==> src/rtl/s08_bus_pkg.sv <==
// ============================================================================
// Module      : s08_bus_pkg
// Description : Shared widths, FSM encodings and owner IDs for the MiniS08
//               two-requester bus arbiter.
// Revision    : 1.0 - initial release
// ============================================================================
`default_nettype none

package s08_bus_pkg;

  localparam int ADDR_W = 10;
  localparam int DATA_W = 8;

  typedef logic [1:0] state_t;

  localparam state_t ST_IDLE   = 2'd0;
  localparam state_t ST_ACCESS = 2'd1;
  localparam state_t ST_WAIT   = 2'd2;
  localparam state_t ST_ACK    = 2'd3;

  localparam logic ID_CPU = 1'b0;
  localparam logic ID_MON = 1'b1;

  typedef struct packed {
    logic              we;
    logic [ADDR_W-1:0] addr;
    logic [DATA_W-1:0] wdata;
  } bus_req_t;

endpackage

`default_nettype wire

==> src/rtl/s08_rr_pick.sv <==
// ============================================================================
// Module      : s08_rr_pick
// Description : Combinational two-way round-robin pick with bounded monitor
//               lock.
// Revision    : 1.0 - initial release
// ============================================================================
`default_nettype none

module s08_rr_pick
  import s08_bus_pkg::*;
(
  input  logic cpu_req,
  input  logic mon_req,
  input  logic last_gnt,
  input  logic mon_lock,
  input  logic hold_max,
  output logic grant_valid,
  output logic grant_id
);

  always_comb begin
    grant_valid = cpu_req | mon_req;
    grant_id    = ID_CPU;
    if (cpu_req && mon_req) begin
      // Lock only extends a monitor run; once the run hits its bound the CPU goes in.
      if (last_gnt == ID_MON) begin
        grant_id = (mon_lock && !hold_max) ? ID_MON : ID_CPU;
      end else begin
        grant_id = ID_MON;
      end
    end else if (mon_req) begin
      grant_id = ID_MON;
    end
  end

endmodule

`default_nettype wire

==> src/rtl/s08_bus_arbiter.sv <==
// ============================================================================
// Module      : s08_bus_arbiter
// Description : Shares the MiniS08 memory/IO bus between the CPU and the serial
//               monitor, one whole transaction per grant.
// Revision    : 1.0 - initial release
// ============================================================================
`default_nettype none

module s08_bus_arbiter
  import s08_bus_pkg::*;
#(
  parameter int MEM_LAT  = 1,
  parameter int MAX_HOLD = 16
) (
  input  logic              clk50,
  input  logic              resetin,
  input  logic              cpu_req,
  input  logic              cpu_we,
  input  logic [ADDR_W-1:0] cpu_addr,
  input  logic [DATA_W-1:0] cpu_wdata,
  output logic              cpu_ack,
  output logic [DATA_W-1:0] cpu_rdata,
  input  logic              mon_req,
  input  logic              mon_we,
  input  logic [ADDR_W-1:0] mon_addr,
  input  logic [DATA_W-1:0] mon_wdata,
  output logic              mon_ack,
  output logic [DATA_W-1:0] mon_rdata,
  input  logic              mon_lock,
  output logic [ADDR_W-1:0] mem_addr,
  output logic [DATA_W-1:0] mem_wdata,
  output logic              mem_we,
  output logic              mem_re,
  input  logic [DATA_W-1:0] mem_rdata,
  output logic              gnt_id,
  output logic              busy
);

  localparam int                HOLD_W   = $clog2(MAX_HOLD + 1);
  localparam logic [HOLD_W-1:0] HOLD_TOP = HOLD_W'(MAX_HOLD);
  localparam logic [1:0]        LAT_M1   = 2'(MEM_LAT - 1);

  state_t              state_q,     state_d;
  logic [1:0]          cnt_q,       cnt_d;
  logic                owner_q,     owner_d;
  bus_req_t            txn_q,       txn_d;
  logic                mem_we_q,    mem_we_d;
  logic                mem_re_q,    mem_re_d;
  logic                cpu_ack_q,   cpu_ack_d;
  logic                mon_ack_q,   mon_ack_d;
  logic [DATA_W-1:0]   cpu_rdata_q, cpu_rdata_d;
  logic [DATA_W-1:0]   mon_rdata_q, mon_rdata_d;
  logic                last_gnt_q,  last_gnt_d;
  logic [HOLD_W-1:0]   hold_cnt_q,  hold_cnt_d;
  logic                busy_q,      busy_d;

  logic                grant_valid;
  logic                grant_id;
  bus_req_t            sel_req;

  s08_rr_pick u_pick (
    .cpu_req     (cpu_req),
    .mon_req     (mon_req),
    .last_gnt    (last_gnt_q),
    .mon_lock    (mon_lock),
    .hold_max    (hold_cnt_q == HOLD_TOP),
    .grant_valid (grant_valid),
    .grant_id    (grant_id)
  );

  always_comb begin
    sel_req = (grant_id == ID_MON) ? bus_req_t'{mon_we, mon_addr, mon_wdata}
                                   : bus_req_t'{cpu_we, cpu_addr, cpu_wdata};
  end

  always_comb begin
    state_d     = state_q;
    cnt_d       = cnt_q;
    owner_d     = owner_q;
    txn_d       = txn_q;
    mem_we_d    = 1'b0;
    mem_re_d    = 1'b0;
    cpu_ack_d   = 1'b0;
    mon_ack_d   = 1'b0;
    cpu_rdata_d = cpu_rdata_q;
    mon_rdata_d = mon_rdata_q;
    last_gnt_d  = last_gnt_q;
    hold_cnt_d  = hold_cnt_q;

    case (state_q)
      ST_IDLE: begin
        if (grant_valid) begin
          state_d    = ST_ACCESS;
          owner_d    = grant_id;
          txn_d      = sel_req;
          mem_we_d   = sel_req.we;
          mem_re_d   = ~sel_req.we;
          last_gnt_d = grant_id;
          // The run length only grows while the CPU is actually being held off.
          if (!cpu_req || grant_id == ID_CPU || !mon_lock) begin
            hold_cnt_d = '0;
          end else begin
            hold_cnt_d = hold_cnt_q + HOLD_W'(1);
          end
        end
      end
      ST_ACCESS: begin
        state_d = ST_WAIT;
        cnt_d   = LAT_M1;
      end
      ST_WAIT: begin
        if (cnt_q == 2'd0) begin
          state_d = ST_ACK;
          if (owner_q == ID_MON) begin
            mon_ack_d = 1'b1;
            if (!txn_q.we) mon_rdata_d = mem_rdata;
          end else begin
            cpu_ack_d = 1'b1;
            if (!txn_q.we) cpu_rdata_d = mem_rdata;
          end
        end else begin
          cnt_d = cnt_q - 2'd1;
        end
      end
      ST_ACK: begin
        state_d = ST_IDLE;
      end
      default: begin
        state_d = ST_IDLE;
      end
    endcase

    busy_d = (state_d != ST_IDLE);
  end

  always_ff @(posedge clk50 or negedge resetin) begin
    if (!resetin) begin
      state_q     <= ST_IDLE;
      cnt_q       <= 2'd0;
      owner_q     <= ID_CPU;
      txn_q       <= '0;
      mem_we_q    <= 1'b0;
      mem_re_q    <= 1'b0;
      cpu_ack_q   <= 1'b0;
      mon_ack_q   <= 1'b0;
      cpu_rdata_q <= '0;
      mon_rdata_q <= '0;
      last_gnt_q  <= ID_MON;
      hold_cnt_q  <= '0;
      busy_q      <= 1'b0;
    end else begin
      state_q     <= state_d;
      cnt_q       <= cnt_d;
      owner_q     <= owner_d;
      txn_q       <= txn_d;
      mem_we_q    <= mem_we_d;
      mem_re_q    <= mem_re_d;
      cpu_ack_q   <= cpu_ack_d;
      mon_ack_q   <= mon_ack_d;
      cpu_rdata_q <= cpu_rdata_d;
      mon_rdata_q <= mon_rdata_d;
      last_gnt_q  <= last_gnt_d;
      hold_cnt_q  <= hold_cnt_d;
      busy_q      <= busy_d;
    end
  end

  assign mem_addr  = txn_q.addr;
  assign mem_wdata = txn_q.wdata;
  assign mem_we    = mem_we_q;
  assign mem_re    = mem_re_q;
  assign cpu_ack   = cpu_ack_q;
  assign mon_ack   = mon_ack_q;
  assign cpu_rdata = cpu_rdata_q;
  assign mon_rdata = mon_rdata_q;
  assign gnt_id    = owner_q;
  assign busy      = busy_q;

endmodule

`default_nettype wire

==> config.mk <==
export PLATFORM = sky130hd
export DESIGN_NAME = s08_bus_arbiter
export DESIGN_NICKNAME = d
export VERILOG_FILES = /design/src/rtl/s08_bus_pkg.sv /design/src/rtl/s08_rr_pick.sv /design/src/rtl/s08_bus_arbiter.sv
export SDC_FILE = /design/constraint.sdc
export NUM_CORES = 1
export LEC_CHECK = 0
export BUFFER_PORTS_ARGS = -buffer_cell sky130_fd_sc_hd__buf_2
export CAP_MARGIN = 40
export CORE_MARGIN = 4
export CORE_UTILIZATION = 40
export DETAILED_ROUTE_END_ITERATION = 12
export GPL_ROUTABILITY_DRIVEN = 0
export PLACE_DENSITY_LB_ADDON = 0.1
export SLEW_MARGIN = 10
export SYNTH_ARGS = -nofsm -noshare
export SYNTH_HDL_FRONTEND = slang
export SYNTH_SLANG_ARGS = --single-unit
export TNS_END_PERCENT = 20
==> constraint.sdc <==
create_clock -name clk50 -period 2 [get_ports clk50]
set_clock_uncertainty 0.05 [all_clocks]
set_input_delay 0.2 -clock clk50 [delete_from_list [all_inputs] [get_ports clk50]]
set_output_delay 0.2 -clock clk50 [all_outputs]
set_load 0.05 [all_outputs]
# Word-level counts from Yosys, hierarchy flattened
# Cells that the tools add are included.
classes:
  addsub: 2
  eq_ne: 5
  n_mux: 21
  bitwise: 5
  n_reduce_logical: 15
op_table:
  columns: ["cell", "count"]
  rows:
  - ["19-bit two-way mux", 1]
  - ["1-bit two-way mux", 14]
  - ["2-bit one-hot mux with 4 select lines", 1]
  - ["4-bit AND reduction", 2]
  - ["2-bit two-way mux", 3]
  - ["5-bit by 1-bit adder with 5-bit output (second input constant)", 1]
  - ["5-bit equality test (second input constant)", 1]
  - ["5-bit two-way mux", 1]
  - ["2-bit equality test (second input constant)", 2]
  - ["2-bit zero test", 2]
  - ["1-bit inverter", 4]
  - ["2-bit one-hot mux with 2 select lines", 1]
  - ["2-bit AND reduction", 2]
  - ["2-bit nonzero test", 2]
  - ["1-bit zero test", 3]
  - ["2-bit by 1-bit equality test with 1-bit output (second input constant)", 1]
  - ["1-bit logical AND", 2]
  - ["1-bit logical OR", 2]
  - ["2-bit != test (second input constant)", 1]
  - ["2-bit by 1-bit subtractor with 2-bit output (second input constant)", 1]
  - ["1-bit OR", 1]
totals:
  reg_bits: 51
  word_cells: 63

# Logic depth before layout (Yosys ltp)
logic_depth:
  depth_word: 10
  mapped_depth: 8

# Cells and area by module
# A second synthesis with hierarchy kept.
hier_totals:
  hier_cells: 207
  area_unflattened_um2: 2401.1
modules_own_cells:
  columns: ["mod", "n_inst", "cells_per_inst", "area_each_um2", "seq_area_each_um2"]
  rows:
  - ["s08_bus_arbiter", 1, 203, 2378.5, 1277.5]
  - ["s08_rr_pick", 1, 4, 22.5, 0.0]

# Least setup slack after synthesis
# Ideal clock, no wire load.
synth_path:
  path_kind: "reg2reg"
  startpoint: "register state_q[0]"
  endpoint: "register cpu_rdata_q[0], in the netlist cpu_rdata[0]"
  setup_ps: 125
  t_arrival_ps: 1531
  t_required_ps: 1825
  path_slack_ps: 294
  path_stages_with_launch: 6
  period_less_slack_ps: 1706
  path_cell_list: "dfrtp_1 inv_1 ha_1 nand2_1 nor3_2 mux2_2"
synth_between:
  elab_chain_cells: 2
synth_lines:
  columns: ["element", "line_no", "rtl"]
  rows:
  - ["start, declared", "s08_bus_arbiter.sv:43", "state_t state_q, state_d;"]
  - ["start signal, assigned", "s08_bus_arbiter.sv:152", "state_q <= state_d;"]
  - ["2-bit equality test", "s08_bus_arbiter.sv:90", "case (state_q)"]
  - ["4-bit AND reduction (no source line)", null, null]
  - ["end signal, assigned", "s08_bus_arbiter.sv:160", "cpu_rdata_q <= cpu_rdata_d;"]
  - ["end, declared", "s08_bus_arbiter.sv:51", "logic [DATA_W-1:0] cpu_rdata_q, cpu_rdata_d;"]
# No other way between the ends.
# A chain may end at the register's enable or synchronous reset.

# Final worst setup path
layout_path:
  startpoint: "register state_q[0]"
  endpoint: "register mon_rdata_q[6], in the netlist mon_rdata[6]"
layout_between:
  elab_chain_cells: 2
layout_lines:
  columns: ["element", "line_no", "rtl"]
  rows:
  - ["2-bit equality test", "s08_bus_arbiter.sv:90", null]
  - ["4-bit AND reduction (no source line)", null, null]
  - ["end signal, assigned", "s08_bus_arbiter.sv:161", "mon_rdata_q <= mon_rdata_d;"]
  - ["end, declared", "s08_bus_arbiter.sv:52", "logic [DATA_W-1:0] mon_rdata_q, mon_rdata_d;"]
# No other way between the ends.

==> impl_results.html <==
<table>
<tr><th>Metric</th><th>Value</th></tr>
<tr><th colspan="2">Run status</th></tr>
<tr><td>Outcome</td><td>finished, final reports clean</td></tr>
<tr><th colspan="2">Global routing</th></tr>
<tr><td>Number of antenna violations at the first check in global routing</td><td>0</td></tr>
<tr><td>Number of global-route vias before repair</td><td>~1600</td></tr>
<tr><td>First-pass GRT wire length</td><td>7720 µm</td></tr>
<tr><td>Largest net degree at the start of global routing</td><td>33</td></tr>
<tr><td>Global routing usage summed across all routing layers</td><td>13.3%</td></tr>
<tr><td>GRT Residual Overflow</td><td>0</td></tr>
<tr><th colspan="2">STA</th></tr>
<tr><td>Final critical-path required period</td><td>around 1.8 ns</td></tr>
<tr><td>Final Setup Violations</td><td>0</td></tr>
<tr><td>Timing-limited maximum frequency</td><td>0.571 GHz</td></tr>
<tr><td>Final hold vios</td><td>0</td></tr>
<tr><td>Final critical-path share of the clock period</td><td>about 88%</td></tr>
<tr><td>Slew at the pin closest to its max-slew limit</td><td>0.591 ns</td></tr>
<tr><td>Worst slew margin relative to its limit</td><td>60.2%</td></tr>
<tr><td>Setup TNS</td><td>0 ns</td></tr>
<tr><td>Final number of max-transition violations</td><td>0</td></tr>
<tr><td>Unrepaired setup endpoints after global routing</td><td>false</td></tr>
<tr><th colspan="2">Synth</th></tr>
<tr><td>Post-synth top flop</td><td>dfrtp_1</td></tr>
<tr><td>Dominant cell type by area after synthesis</td><td>dfrtp_1</td></tr>
<tr><td>Most numerous cell in the Yosys netlist</td><td>dfrtp_1</td></tr>
<tr><td>Synthesized netlist net count</td><td>271</td></tr>
<tr><td>Per-instance average area after synthesis</td><td>11.3 µm²</td></tr>
<tr><td>Synth cell count leaders</td><td>dfrtp_1 (50), a21oi_1 (22), nor2_1 (22)</td></tr>
<tr><td>Post-Synthesis Cells</td><td>214</td></tr>
<tr><td>Fraction of registers with async set/reset</td><td>100%</td></tr>
<tr><td>Portion of synthesized cell area occupied by the leading cell type</td><td>51.8%</td></tr>
<tr><td>Number of enable-type register cells in the synthesized netlist</td><td>0</td></tr>
<tr><td>Fraction of the yosys area taken by sequential cells</td><td>52.9%</td></tr>
<tr><td>Flops &amp; latches, synth</td><td>between 50 and 60</td></tr>
<tr><td>Largest cells by area after synthesis</td><td>dfrtp_1 (52%), mux2i_1 (7.5%), mux2_2 (7.5%)</td></tr>
<tr><td>Number of warnings printed during yosys synthesis</td><td>0</td></tr>
<tr><td>Area of the mapped netlist</td><td>~0.0024 mm²</td></tr>
<tr><td>Number of distinct library cells after synthesis</td><td>31</td></tr>
<tr><th colspan="2">Worst setup path</th></tr>
<tr><td>Class of the most critical setup path</td><td>flop to flop</td></tr>
<tr><td>Peak fanout along the critical path</td><td>8</td></tr>
<tr><td>WP data required</td><td>2.14 ns</td></tr>
<tr><td>CP startpoint kind</td><td>flop</td></tr>
<tr><td>Sort of element at the end of the critical path</td><td>flop</td></tr>
<tr><td>Critical Path AT</td><td>1.89 ns</td></tr>
<tr><th colspan="2">Cells and area</th></tr>
<tr><td>Final non-filler cell total</td><td>~370</td></tr>
<tr><td>Fraction of final layout cells sized beyond drive strength 1</td><td>between 40% and 50%</td></tr>
<tr><td># diodes</td><td>0</td></tr>
<tr><td>Layout net count</td><td>roughly 350</td></tr>
<tr><td>Count of filler cells inserted in the layout</td><td>between 500 and 600</td></tr>
<tr><td>Layout overhead on the synthesized area</td><td>22.8%</td></tr>
<tr><th colspan="2">CTS</th></tr>
<tr><td>Clock Root Buffer</td><td>clkbuf_8</td></tr>
<tr><td>Number of H-tree levels</td><td>2</td></tr>
<tr><td>Number of buffers added for setup after CTS</td><td>0</td></tr>
<tr><td>Number of clock sinks seen by CTS</td><td>51</td></tr>
<tr><td>Number of buffers inserted during clock tree synthesis</td><td>5</td></tr>
<tr><td>Buffer depth of the longest clock path</td><td>2</td></tr>
<tr><td>Clk pin slew, worst setup/hold paths</td><td>roughly 0.090 ns</td></tr>
<tr><td>Clock tree from TritonCTS</td><td>yes</td></tr>
<tr><td>Clock Latency Late Sink</td><td>about 0.3 ns</td></tr>
<tr><th colspan="2">Routing</th></tr>
<tr><td>Number of antenna-violating nets in the routed design</td><td>0</td></tr>
<tr><td>Drt drc</td><td>0</td></tr>
<tr><td>First-pass detailed-route iteration total</td><td>4</td></tr>
<tr><td>Vias post-DR</td><td>about 1700</td></tr>
<tr><td>Wirelength, routed</td><td>4740 µm</td></tr>
<tr><td>Starting DRC count in detailed routing</td><td>34</td></tr>
<tr><td>Post-detailed-route wirelength per cell</td><td>12.9 µm</td></tr>
<tr><td>Via-per-instance ratio</td><td>4.73</td></tr>
<tr><th colspan="2">Power</th></tr>
<tr><td>Sw Ratio</td><td>50.0%</td></tr>
<tr><td>Part of the total power dissipated in the clock network</td><td>a little over an eighth</td></tr>
<tr><td>P_int</td><td>2.67 mW</td></tr>
<tr><td>Switching Power</td><td>2.67 mW</td></tr>
<tr><td>Combinational power share</td><td>between 50 and 60%</td></tr>
<tr><td>Sequential cell fraction of total power</td><td>between 30% and 40%</td></tr>
<tr><td>Peak VDD IR</td><td>just under 800 µV</td></tr>
<tr><td>Power density normalized to cell area</td><td>1800 mW/mm²</td></tr>
<tr><td>Leakage</td><td>about 1.4 nW</td></tr>
<tr><th colspan="2">Floorplanning</th></tr>
<tr><td>Number of ports placed on the die boundary</td><td>91</td></tr>
<tr><td>Initial core utilization</td><td>41.0%</td></tr>
<tr><td>Row Count</td><td>28</td></tr>
<tr><td>Die ar.</td><td>roughly 0.0073 mm²</td></tr>
<tr><td>Vert. Die Dim</td><td>roughly 86 µm</td></tr>
<tr><td>Total core area</td><td>0.00589 mm²</td></tr>
<tr><td>Chip Width</td><td>approximately 86 µm</td></tr>
<tr><th colspan="2">Placement</th></tr>
<tr><td>Number of port buffers</td><td>90</td></tr>
<tr><td>Detailed placement HPWL</td><td>~3600 µm</td></tr>
<tr><td>Post-placement cell count</td><td>357</td></tr>
<tr><th colspan="2">Flow run</th></tr>
<tr><td>Max-cap viol count</td><td>0</td></tr>
<tr><th colspan="2">Worst hold path</th></tr>
<tr><td>HP Class</td><td>input port to flop</td></tr>
</table>
-- layout by cell type, fill, tap and decap left out, types with 4 or more instances in the layout --
cell,n
nand2_1,12
nor2_1,22
mux2_2,16
buf_2,90
inv_1,7
a21oi_1,22
ha_1,6
dfrtp_1,50
o21ai_0,9
mux2i_1,18
nand3_1,5
clkbuf_8,5
a22o_1,4
-- final timing paths --
path	from	endpoint	slack (ns)	depth (start not counted)
setup / recovery	state_q[0]$_DFF_PN0_	mon_rdata[6]$_DFFE_PN0P_	0.25	5
hold / removal	mem_rdata[4]	mon_rdata[4]$_DFFE_PN0P_	0.09	2
setup reg to reg	state_q[0]$_DFF_PN0_	mon_rdata[6]$_DFFE_PN0P_	0.25	5
hold reg to reg	cnt_q[1]$_DFFE_PN0P_	cnt_q[1]$_DFFE_PN0P_	0.44	2
max in group asynchronous	resetin	last_gnt_q$_DFFE_PN1P_	0.98	3
min in group asynchronous	resetin	mon_rdata[1]$_DFFE_PN0P_	0.33	2
-- flip-flops by register name, summed over array words and instances (netlist names) --
signal,flops
mem_addr,10
cpu_rdata,8
mem_wdata,8
mon_rdata,8
hold_cnt_q,5
cnt_q,2
state_q,2
busy,1
cpu_ack,1
gnt_id,1
last_gnt_q,1
mem_re,1
mem_we,1
mon_ack,1
txn_q,1
-- final cells by class --
| type | count | area [µm²] | share of cell area [%] |
|---|---|---|---|
| Clock buffer | 5 | 68.8 | 2.32 |
| Sequential cell | 51 | 1280 | 43.1 |
| Multi-Input combinational cell | 129 | 920 | 31.0 |
| Timing Repair Buffer | 96 | 536 | 18.1 |
| Inverter | 7 | 26.3 | 0.886 |
| Tap cell | 75 | 93.8 | 3.16 |
| Clock inverter | 3 | 43.8 | 1.48 |
-- critical path: stages (launching register included) --
cell and delay, ns:
dfrtp_1 0.35, inv_1 0.07, ha_1 0.27, and3_1 0.21
nand2b_1 0.30, mux2_2 0.38
-- what timing repair did --
item	in CTS	in global routing
hold buffers	1	0
gates resized for setup	0	0
endpoints found under the hold margin	19	0
-- power by group through the flow --
stage | clock [mW] | combinational (mW) | sequential, mW
after CTS | 0.738 | 2.95 | 1.73
final | 0.710 | 2.91 | 1.72
after detailed placement | 0 | 2.94 | 1.74
after floorplan | 0 | 1.76 | 2.46
after global routing | 0.781 | 3.12 | 1.78
after global placement | 0 | 2.92 | 1.74
-- cells by family (layout without fill, tap and decap cells) --
family                     Yosys count  in the layout  synth area share, %
AOI/OAI and AO/OA                   39             39                 9.90
xor gates and xnor gates             1              1                0.363
adders and majority gates            6              6                 3.11
buffers and inverters               34            111                 9.02
DFF                                 51             51                 52.9
muxes                               35             35                 15.5
and+or+nand+nor                     48             48                 9.22
-- routing by layer --
layer	vias to the layer above	wire, µm	global-route usage (%)
met2	61	2130	21.2
met1	799	2120	17.1
li1	867	-	-
met4	0	54	3.88
met3	5	434	4.80
met5	-	0	0
-- stage by stage --
| step | cell area, µm² | util, % | worst slack (ns) | hold slack (ns) | power (mW) |
|---|---|---|---|---|---|
| 2_1_floorplan | 2410 | - | 0.294 | -0.146 | 4.22 |
| 3_3_place_gp | 2840 | 48.3 | 0.281 | 0.136 | 4.66 |
| 3_5_place_dp | 2840 | 48.3 | 0.229 | 0.139 | 4.68 |
| 4_1_cts | 2970 | 50.4 | 0.219 | 0.0736 | 5.41 |
| 5_1_grt | 2970 | 50.4 | 0.0872 | 0.0687 | 5.68 |
| 6_report | 2970 | 50.4 | 0.249 | 0.0873 | 5.34 |
No activity file was read; power rests on OpenSTA's default activity.
